===== config.mk =====
export PLATFORM = sky130hd
export DESIGN_NAME = ghost_mode_scheduler
export DESIGN_NICKNAME = d
export VERILOG_FILES = /design/src/rtl/ghost_mode_pkg.sv /design/src/rtl/ghost_mode_scheduler_second_tick_gen.sv /design/src/rtl/ghost_mode_scheduler.sv
export SDC_FILE = /design/constraint.sdc
export NUM_CORES = 1
export LEC_CHECK = 0
export CORE_MARGIN = 3
export CORE_UTILIZATION = 55
export CTS_CLUSTER_DIAMETER = 200
export DETAILED_ROUTE_END_ITERATION = 10
export PLACE_DENSITY = 0.83
export SYNTH_ARGS = -nofsm -noshare
export SYNTH_HDL_FRONTEND = slang
export SYNTH_SLANG_ARGS = --single-unit
export TNS_END_PERCENT = 30

===== constraint.sdc =====
create_clock -name clk -period 2.61 [get_ports clk]
set_input_delay 0.522 -clock clk [delete_from_list [all_inputs] [get_ports clk]]
set_output_delay 0.522 -clock clk [all_outputs]
set_load 0.02 [all_outputs]

===== src/rtl/ghost_mode_pkg.sv =====
// Shared types and schedule constants for the ghost mode scheduler.
package ghost_mode_pkg;

  typedef enum logic [1:0] {
    SCATTER = 2'd0,
    CHASE   = 2'd1,
    FRIGHT  = 2'd2
  } mode_e;

  // Prefixed so the literals do not collide with mode_e::FRIGHT.
  typedef enum logic {
    ST_SCHED  = 1'b0,
    ST_FRIGHT = 1'b1
  } state_e;

  localparam logic [2:0] LAST_PHASE = 3'd7;

  localparam logic [4:0] PHASE_DUR_S [0:6] = '{5'd7, 5'd20, 5'd7, 5'd20, 5'd5, 5'd20, 5'd5};

  // Final sec_cnt value of a timed phase; the last phase has no duration.
  function automatic logic [4:0] phase_last_sec(input logic [2:0] ph);
    logic [4:0] r;
    r = '1;
    for (int unsigned i = 0; i < 7; i++) begin
      if (ph == 3'(i)) r = PHASE_DUR_S[i] - 5'd1;
    end
    return r;
  endfunction

  function automatic mode_e mode_for_phase(input logic [2:0] ph);
    return ph[0] ? CHASE : SCATTER;
  endfunction

endpackage


===== src/rtl/ghost_mode_scheduler_second_tick_gen.sv =====
// One-second strobe prescaler: counts 0..CLOCK_FREQ_HZ-1 while enabled.
module second_tick_gen #(
  parameter int CLOCK_FREQ_HZ = 25_000_000
) (
  input  logic clk,
  input  logic rst,
  input  logic clr,
  input  logic en,
  output logic tick
);

  localparam int PW = (CLOCK_FREQ_HZ > 1) ? $clog2(CLOCK_FREQ_HZ) : 1;
  localparam logic [PW-1:0] LAST = PW'(CLOCK_FREQ_HZ - 1);

  logic [PW-1:0] cnt;

  always_ff @(posedge clk) begin
    if (rst || clr) begin
      cnt <= '0;
    end else if (en) begin
      cnt <= (cnt == LAST) ? '0 : cnt + 1'b1;
    end
  end

  always_comb tick = en && (cnt == LAST);

endmodule


===== src/rtl/ghost_mode_scheduler.sv =====
// Global ghost mode sequencer: scatter/chase schedule with pellet-triggered fright.
// Optional flash output enabled by defining FRIGHT_FLASH_EN.
module ghost_mode_scheduler #(
  parameter int CLOCK_FREQ_HZ = 25_000_000,
  parameter int FRIGHT_S      = 6,
  parameter int FLASH_S       = 2
) (
  input  logic       clk,
  input  logic       rst,
  input  logic       level_start,
  input  logic       pause,
  input  logic       pellet_eaten,
  output logic [1:0] mode,
  output logic       mode_change,
  output logic       fright_flash,
  output logic [2:0] phase
);

  import ghost_mode_pkg::*;

  localparam int FW = $clog2(FRIGHT_S + 1);
  localparam logic [FW-1:0] FRIGHT_LAST = FW'(FRIGHT_S - 1);

  if (FRIGHT_S < 1 || FRIGHT_S > 31 || FLASH_S < 0 || FLASH_S >= FRIGHT_S) begin : g_cfg_check
    $error("ghost_mode_scheduler: invalid FRIGHT_S/FLASH_S");
  end

  state_e        state_q, state_d;
  mode_e         mode_q, mode_d;
  logic [2:0]    phase_q, phase_d;
  logic [4:0]    sec_q, sec_d;
  logic [FW-1:0] fcnt_q, fcnt_d;
  logic          mc_q, mc_d;
  logic          flash_q, flash_d;
  logic          tick;

  // A pellet or level restart discards the partial second in progress.
  second_tick_gen #(.CLOCK_FREQ_HZ(CLOCK_FREQ_HZ)) u_tick (
    .clk  (clk),
    .rst  (rst),
    .clr  (pellet_eaten | level_start),
    .en   (!pause),
    .tick (tick)
  );

  always_ff @(posedge clk) begin
    if (rst) begin
      state_q <= ST_SCHED;
      mode_q  <= SCATTER;
      phase_q <= '0;
      sec_q   <= '0;
      fcnt_q  <= '0;
      mc_q    <= 1'b0;
      flash_q <= 1'b0;
    end else begin
      state_q <= state_d;
      mode_q  <= mode_d;
      phase_q <= phase_d;
      sec_q   <= sec_d;
      fcnt_q  <= fcnt_d;
      mc_q    <= mc_d;
      flash_q <= flash_d;
    end
  end

  always_comb begin
    state_d = state_q;
    mode_d  = mode_q;
    phase_d = phase_q;
    sec_d   = sec_q;
    fcnt_d  = fcnt_q;
    mc_d    = 1'b0;

    if (level_start) begin
      state_d = ST_SCHED;
      mode_d  = SCATTER;
      phase_d = '0;
      sec_d   = '0;
      fcnt_d  = '0;
    end else if (pellet_eaten) begin
      state_d = ST_FRIGHT;
      mode_d  = FRIGHT;
      fcnt_d  = '0;
      mc_d    = 1'b1;
    end else if (tick) begin
      case (state_q)
        ST_SCHED: begin
          if (phase_q != LAST_PHASE && sec_q == phase_last_sec(phase_q)) begin
            phase_d = phase_q + 3'd1;
            sec_d   = '0;
            mode_d  = mode_for_phase(phase_q + 3'd1);
            mc_d    = 1'b1;
          end else if (sec_q != '1) begin
            sec_d = sec_q + 5'd1;
          end
        end
        ST_FRIGHT: begin
          // Fright exit resumes the frozen schedule without a reversal.
          if (fcnt_q == FRIGHT_LAST) begin
            state_d = ST_SCHED;
            mode_d  = mode_for_phase(phase_q);
          end else begin
            fcnt_d = fcnt_q + 1'b1;
          end
        end
        default: state_d = ST_SCHED;
      endcase
    end

`ifdef FRIGHT_FLASH_EN
    flash_d = (state_d == ST_FRIGHT) && (fcnt_d >= FW'(FRIGHT_S - FLASH_S));
`else
    flash_d = 1'b0;
`endif
  end

  assign mode         = mode_q;
  assign mode_change  = mc_q;
  assign fright_flash = flash_q;
  assign phase        = phase_q;

endmodule


==> summary.md, run 1 <==
| Metric | Value |
|---|---|
| Clk Latency, worst-skew pair | 0.29 ns |
| Setup TNS | 0 ns |
| CTS tree | done |
| EDFF count, synth | 0 |
| Setup crit end kind | register |
| Clock skew | 0.00956 ns |
| Maximum clock frequency | 416 MHz |
| CP startpoint | phase[0]$_SDFFE_PP0P_ |
| Clock Path Buffers | 2 |
| Cells after DPL | 314 |
| Synthesized Nets | 271 |
| Crit Reg-Reg Startpoint | phase[0]$_SDFFE_PP0P_ |
| Die H | 68.1 um |
| Flops & latches, synth | 40 |
| Yosys warning total | 0 |
| Post-synthesis simple-gate area fraction | 0.307 |
| Initial antenna violation count | 0 |
| Pleak | 0.859 nW |
| CTS clk-pin slew, worst paths | 0.08 ns |
| Largest net degree at the start of global routing | 26 |
| Reg-to-reg slack, setup | 0.21 ns |
| Area growth from synthesis to layout | 17.7% |
| Class of the worst hold path | register to register |
| Sw power | 0.241 mW |
| FF+latch area | 801 um^2 |
| Worst Hold End | mode[0]$_SDFFE_PP0P_ |
| Wire length per cell | 13.2 um |
| Vias in the first global route | 1712 |
| Post-synthesis mux area share | 0.0242 |
| Pwr dens | 541 nW/um^2 |
| WP data required | 2.85 ns |
| Comb pwr share | 0.028 |
| H-tree depth | 2 |
| Fill count | 267 |
| DRC viols | 0 |
| Iter 0 DRT Violations | 187 |
| Inserted Clock Buffers | 5 |
| FF-to-FF End | mode[0]$_SDFFE_PP0P_ |
| Synth Area per Inst | 8.31 um^2 |
| TritonCTS Sinks | 40 |
| CP max FO | 8 |
| Vias per cell | 5.63 |
| DP Wirelength | 3090 um |
| Layout cell share with drive strength beyond 1 | 0.0906 |
| Pint | 1.11 mW |
| Via count | 1814 |
| CTS Root Cell | clkbuf_8 |
| Minimum clock period | 2.40 ns |
| Initial Util | 0.602 |
| Die X-Extent | 68.1 um |
| Footprint of the multi-input gates | 1250 um^2 |
| Setup bufs post-CTS | 0 |
| Overall routing resource usage | 0.210 |
| # IOs | 12 |
| CP arrival | 2.64 ns |
| GP Congestion | 0.825 |
| Grt ovf | 0 |
| Sequential area share after synthesis | 0.378 |
| First-pass iteration count of the detailed router | 4 |
| Reg power frac | 0.456 |
| Switching share of power | 0.179 |
| Hold depth | 2 |
| Clk pwr share | 0.516 |
| Post-Synth Adder-Cell Area | 0.0649 |
| Max Slew Vio Count | 0 |
| Antenna-violating nets left | 0 |
| Combinational family with the most area after synthesis | simple AND/OR/NAND/NOR gates |
| Cell count after synthesis | 255 |
| Final Hold Fails | 0 |
| Xor-xnor portion of the synthesized cell area | 0.116 |
| CP Launch Type | register |
| # rows | 21 |
| Reg2Reg Depth | 8 |
| Post-synthesis compound-gate area fraction | 0.0744 |
| Crit Path Class | register to register |
| Synthesized area | 2120 um^2 |
| RSZ-0062 raised after global routing | false |
| Layout net count | 291 |
| HP Start | mode[0]$_SDFFE_PP0P_ |
| Global-route wire length before repair | 7370 um |
| Port-buffer cells | 10 |
| Core Area | 3520 um^2 |
| Die area | 4630 um^2 |
| Final Non-Filler Cells | 322 |
| Count of different cell masters after synthesis | 44 |
| Total routed wirelength | 4250 um |
| Primary FF master, synth | dfxtp_1 |
| Asr flop ratio synth | 0 |
| Max IR drop VDD | 0.474 mV |
| # setup viols final | 0 |
| Total power | 1.35 mW |
| Status | completed |
| # diodes | 0 |
| Maxcap violations | 0 |
| Fin crit share | 0.920 |
## metrics by stage
step	hold WS, ns	worst slack [ns]	area (um^2)	util
2_1_floorplan	0.471	0.245	2120	-
3_3_place_gp	0.493	0.104	2330	0.662
3_5_place_dp	0.508	0.0143	2330	0.662
4_1_cts	0.518	0.243	2490	0.707
5_1_grt	0.548	0.0886	2490	0.708
6_report	0.523	0.208	2490	0.708
## layer usage
metal	routed length, um	global-route usage	vias up
met5	0	0	-
met1	2030	0.265	846
met4	48	0.104	0
met2	2020	0.336	34
met3	141	0.0460	4
li1	-	-	930
## final cells by class
cell class	instances	share of cell area
Clock buffer	5	0.0276
Clock inverter	3	0.0361
Inverter	12	0.0181
Multi-Input combinational cell	197	0.502
Sequential cell	40	0.321
Tap cell	46	0.0231
Timing Repair Buffer	19	0.0723
## sequential cells by signal, indices dropped and copies added (netlist names)
| name | count |
|---|---|
| mode_change | 1 |
| fcnt_q | 3 |
| u_tick.cnt | 25 |
| state_q | 1 |
| phase | 3 |
| sec_q | 5 |
| mode | 2 |
## synthesized netlist by cell type, types with 2 or more instances
library cell   n  share of area
or2_2          2         0.0059
nand3_1       21          0.050
o21ai_0        8          0.019
nor3_1         5          0.012
nand3b_1       3          0.011
nand4_1        6          0.018
nor4_1         5          0.015
or4_1          4          0.014
xor2_1        10          0.041
nand2_1       16          0.028
or3_1          3         0.0089
nor2b_1        3         0.0089
inv_1         12          0.021
clkbuf_1       4         0.0071
mux2i_1        4          0.019
o31ai_1        2         0.0071
a21oi_1        7          0.017
and4b_1        2         0.0094
and3_1         5          0.015
dfxtp_1       40           0.38
xnor2_1       18          0.074
ha_1          11          0.065
a31oi_1        2         0.0059
nor2_1        42          0.074
## cells in the final DEF (no fill, tap or decap), types with 4 or more instances in the layout
cell and instances:
o21ai_0 8, mux2i_1 4, nor3_1 5, nor4_1 5
and3_1 5, nand3_1 21, nor2_1 42, clkbuf_8 5
a21oi_1 7, xor2_1 10, xnor2_1 18, clkdlybuf4s50_1 10
ha_1 11, buf_4 8, nand4_1 6, or4_1 4
nand2_1 16, inv_1 12, dfxtp_1 40
## worst max path at each step
stage                                         to  depth (start not counted)
final                       mode[0]$_SDFFE_PP0P_                          8
after global routing       sec_q[3]$_SDFFE_PP0P_                          8
after CTS                 mode_change$_SDFF_PP0_                          8
after detailed placement  fcnt_q[1]$_SDFFE_PP0P_                          7
after global placement     sec_q[3]$_SDFFE_PP0P_                          7
after floorplan            sec_q[3]$_SDFFE_PP0P_                          8
## power groups by stage
stage | logic, mW | clock network, mW | registers (mW)
after floorplan | 0.0190 | 0 | 0.630
after global placement | 0.0368 | 0 | 0.630
after detailed placement | 0.0372 | 0 | 0.630
after CTS | 0.0374 | 0.703 | 0.615
after global routing | 0.0404 | 0.733 | 0.616
final | 0.0372 | 0.696 | 0.616
## critical path, cell delays in order, from the launching register on
cell and delay (ns):
dfxtp_1 0.33, inv_1 0.09, ha_1 0.26, nand2b_1 0.16
o22ai_1 0.20, mux2i_1 0.35, nand3_1 0.30, or4_1 0.56
nand3_1 0.10
## timing repair
| item | 4_1_cts | 5_1_grt |
|---|---|---|
| endpoints found under the setup margin | 0 | 3 |
| resized for setup | 0 | 1 |
| hold buffers | 0 | 0 |
## logic make-up after synthesis
kind of cell | Yosys count
AO/OA/AOI/OAI | 26
adder cells (fa/ha/maj) | 11
XOR/XNOR | 28
buffers and inverters | 18
other | 1
AND/OR/NAND/NOR | 126
flip-flops | 40
multiplexers | 5
(Power assumes the default switching activity.)
==> inputs of run 2 (changes only) <==
- CORE_MARGIN: 3 -> unset
==> run 2 against run 1 <==
Setup slack improved by 0.0068 ns. Wire length fell by 2.8%. Global-route usage increased by 1.8 points. Largest cell class unchanged. Critical endpoint is now sec_q[3]$_SDFFE_PP0P_. Final cell count is 1.2% higher. Highest routed layer unchanged.
==> summary.md, run 2 (synthesized netlist as in run 1, its figures left out) <==
| Metric | Value |
|---|---|
| Global-route wire length before repair | 7380 um |
| Final Non-Filler Cells | 326 |
| DRC viols | 0 |
| Commonest non-fill, non-tap cell in the layout | nor2_1 |
| Die X-Extent | 64.1 um |
| Setup ws final | 0.215 ns |
| Vias per cell | 5.50 |
| Overall routing resource usage | 0.228 |
| CTS tree | done |
| Layout net count | 294 |
| Setup TNS | 0 ns |
| First-pass iteration count of the detailed router | 4 |
| TritonCTS Sinks | 40 |
| Setup crit end kind | register |
| Die area | 4110 um^2 |
| Wire length per cell | 12.7 um |
| Clock skew | 0.00743 ns |
| Met1 Wirelength | 1920 um |
| Core Area | 3690 um^2 |
| # rows | 22 |
| Crit Path Class | register to register |
| Commonest non-fill, non-tap cells in the layout | 42 x nor2_1, 40 x dfxtp_1, 21 x nand3_1 |
| Maxcap violations | 0 |
| Cells after DPL | 319 |
| Largest net degree at the start of global routing | 26 |
| Area growth from synthesis to layout | 15.9% |
| Total routed wirelength | 4130 um |
| Status | completed |
| Core Util, Final | 0.666 |
| Class of the worst hold path | register to register |
| Minimum clock period | 2.40 ns |
| # IOs | 12 |
| Biggest regs | u_tick.cnt: 25 flops, sec_q: 5 flops |
| Top Metal Used | met4 |
| CP max stage cell | or4_1 |
| Fin crit share | 0.918 |
| Clock Path Buffers | 2 |
| Max IR drop VDD | 0.491 mV |
| # setup viols final | 0 |
| Cts repair resizes | 0 |
| Layout cell share with drive strength beyond 1 | 0.0971 |
| Largest register FFs | 25 |
| Pleak | 0.843 nW |
| Crit-path most repeated cell | or4_1 |
| CP arrival | 2.62 ns |
| Via count | 1793 |
| WP data required | 2.84 ns |
| CP Launch Type | register |
| Maximum clock frequency | 418 MHz |
| Worst path bufs/invs | 0 |
| Worst path cell trace | or4_1 > nor4_2 > nand4_1 > or3_4 > or4_1 > a21oi_1 |
| Antenna-violating nets left | 0 |
| Cell family with most CP delay | simple AND/OR/NAND/NOR gates |
| Pwr dens | 444 nW/um^2 |
| Inserted Clock Buffers | 5 |
| DP Wirelength | 3060 um |
| Die H | 64.1 um |
| H-tree depth | 2 |
| GP Congestion | 0.813 |
| # diodes | 0 |
| Vias in the first global route | 1712 |
| Iter 0 DRT Violations | 97 |
| Max stage delay on crit path | 0.55 ns |
| Port-buffer cells | 10 |
| Max Slew Vio Count | 0 |
| CTS clk-pin slew, worst paths | 0.08 ns |
| RSZ-0062 raised after global routing | false |
| Metal3 WL | 102 um |
| Metal2 WL | 2050 um |
| Clk Latency, worst-skew pair | 0.29 ns |
| Setup bufs post-CTS | 0 |
| DP Worst Slack | -0.0648 ns |
| CTS Root Cell | clkbuf_8 |
| Fill count | 322 |
| Final Hold Fails | 0 |
| Hold bufs inserted after CTS | 0 |
| Grt ovf | 0 |
| Initial antenna violation count | 0 |
| Largest Register | u_tick.cnt |
| CP max FO | 6 |
| Initial Util | 0.575 |
[run 2: cell count changes in the layout (fill, tap and decap cells not counted), sizes merged]
cell    previous run  this run
clkbuf             5         7
buf                9        12
bufinv             3         0
[run 2: area by class of cell]
type                    instances  area [um^2]  share of cell area
repair buffers                 22          203              0.0825
inverters                      12         45.0              0.0183
multi-input cells             197         1250               0.509
flip-flops and latches         40          801               0.326
clock buffers                   7         96.3              0.0392
well taps                      48         60.1              0.0245
[run 2: power breakdown]
part           switching (mW)  internal, mW  leakage [nW]
Clock                   0.205         0.235        0.0503
Combinational          0.0198        0.0151         0.471
Sequential            0.00316         0.612         0.323
Total                   0.228         0.863         0.843
[run 2: worst paths after layout]
check / from / end / slack (ns) / depth (start not counted)
worst max-delay path: u_tick.cnt[6]$_SDFFE_PP0N_ / sec_q[3]$_SDFFE_PP0P_ / 0.21 / 6
worst min-delay path: mode[0]$_SDFFE_PP0P_ / mode[0]$_SDFFE_PP0P_ / 0.52 / 2
worst max register to register: u_tick.cnt[6]$_SDFFE_PP0N_ / sec_q[3]$_SDFFE_PP0P_ / 0.21 / 6
worst min register to register: mode[0]$_SDFFE_PP0P_ / mode[0]$_SDFFE_PP0P_ / 0.52 / 2
[run 2: metrics by stage]
| step | cell area [um^2] | total power, mW | hold slack (ns) |
|---|---|---|---|
| after floorplan | 2120 | 0.649 | 0.471 |
| after global placement | 2350 | 0.664 | 0.492 |
| after detailed placement | 2350 | 0.665 | 0.512 |
| after CTS | 2450 | 1.10 | 0.519 |
| after global routing | 2460 | 1.13 | 0.553 |
| final | 2460 | 1.09 | 0.523 |
[run 2: layer usage]
metal	vias up	track usage
met5	-	0
met4	0	0.0767
met3	7	0.0429
met2	22	0.412
met1	832	0.266
li1	932	-
[run 2: worst min-delay path, delay by kind of cell (launching register included)]
kind | cells | cell delay, ns
DFF | 1 | 0.33
and+or+nand+nor | 1 | 0.06
AOI/OAI and AO/OA | 1 | 0.08
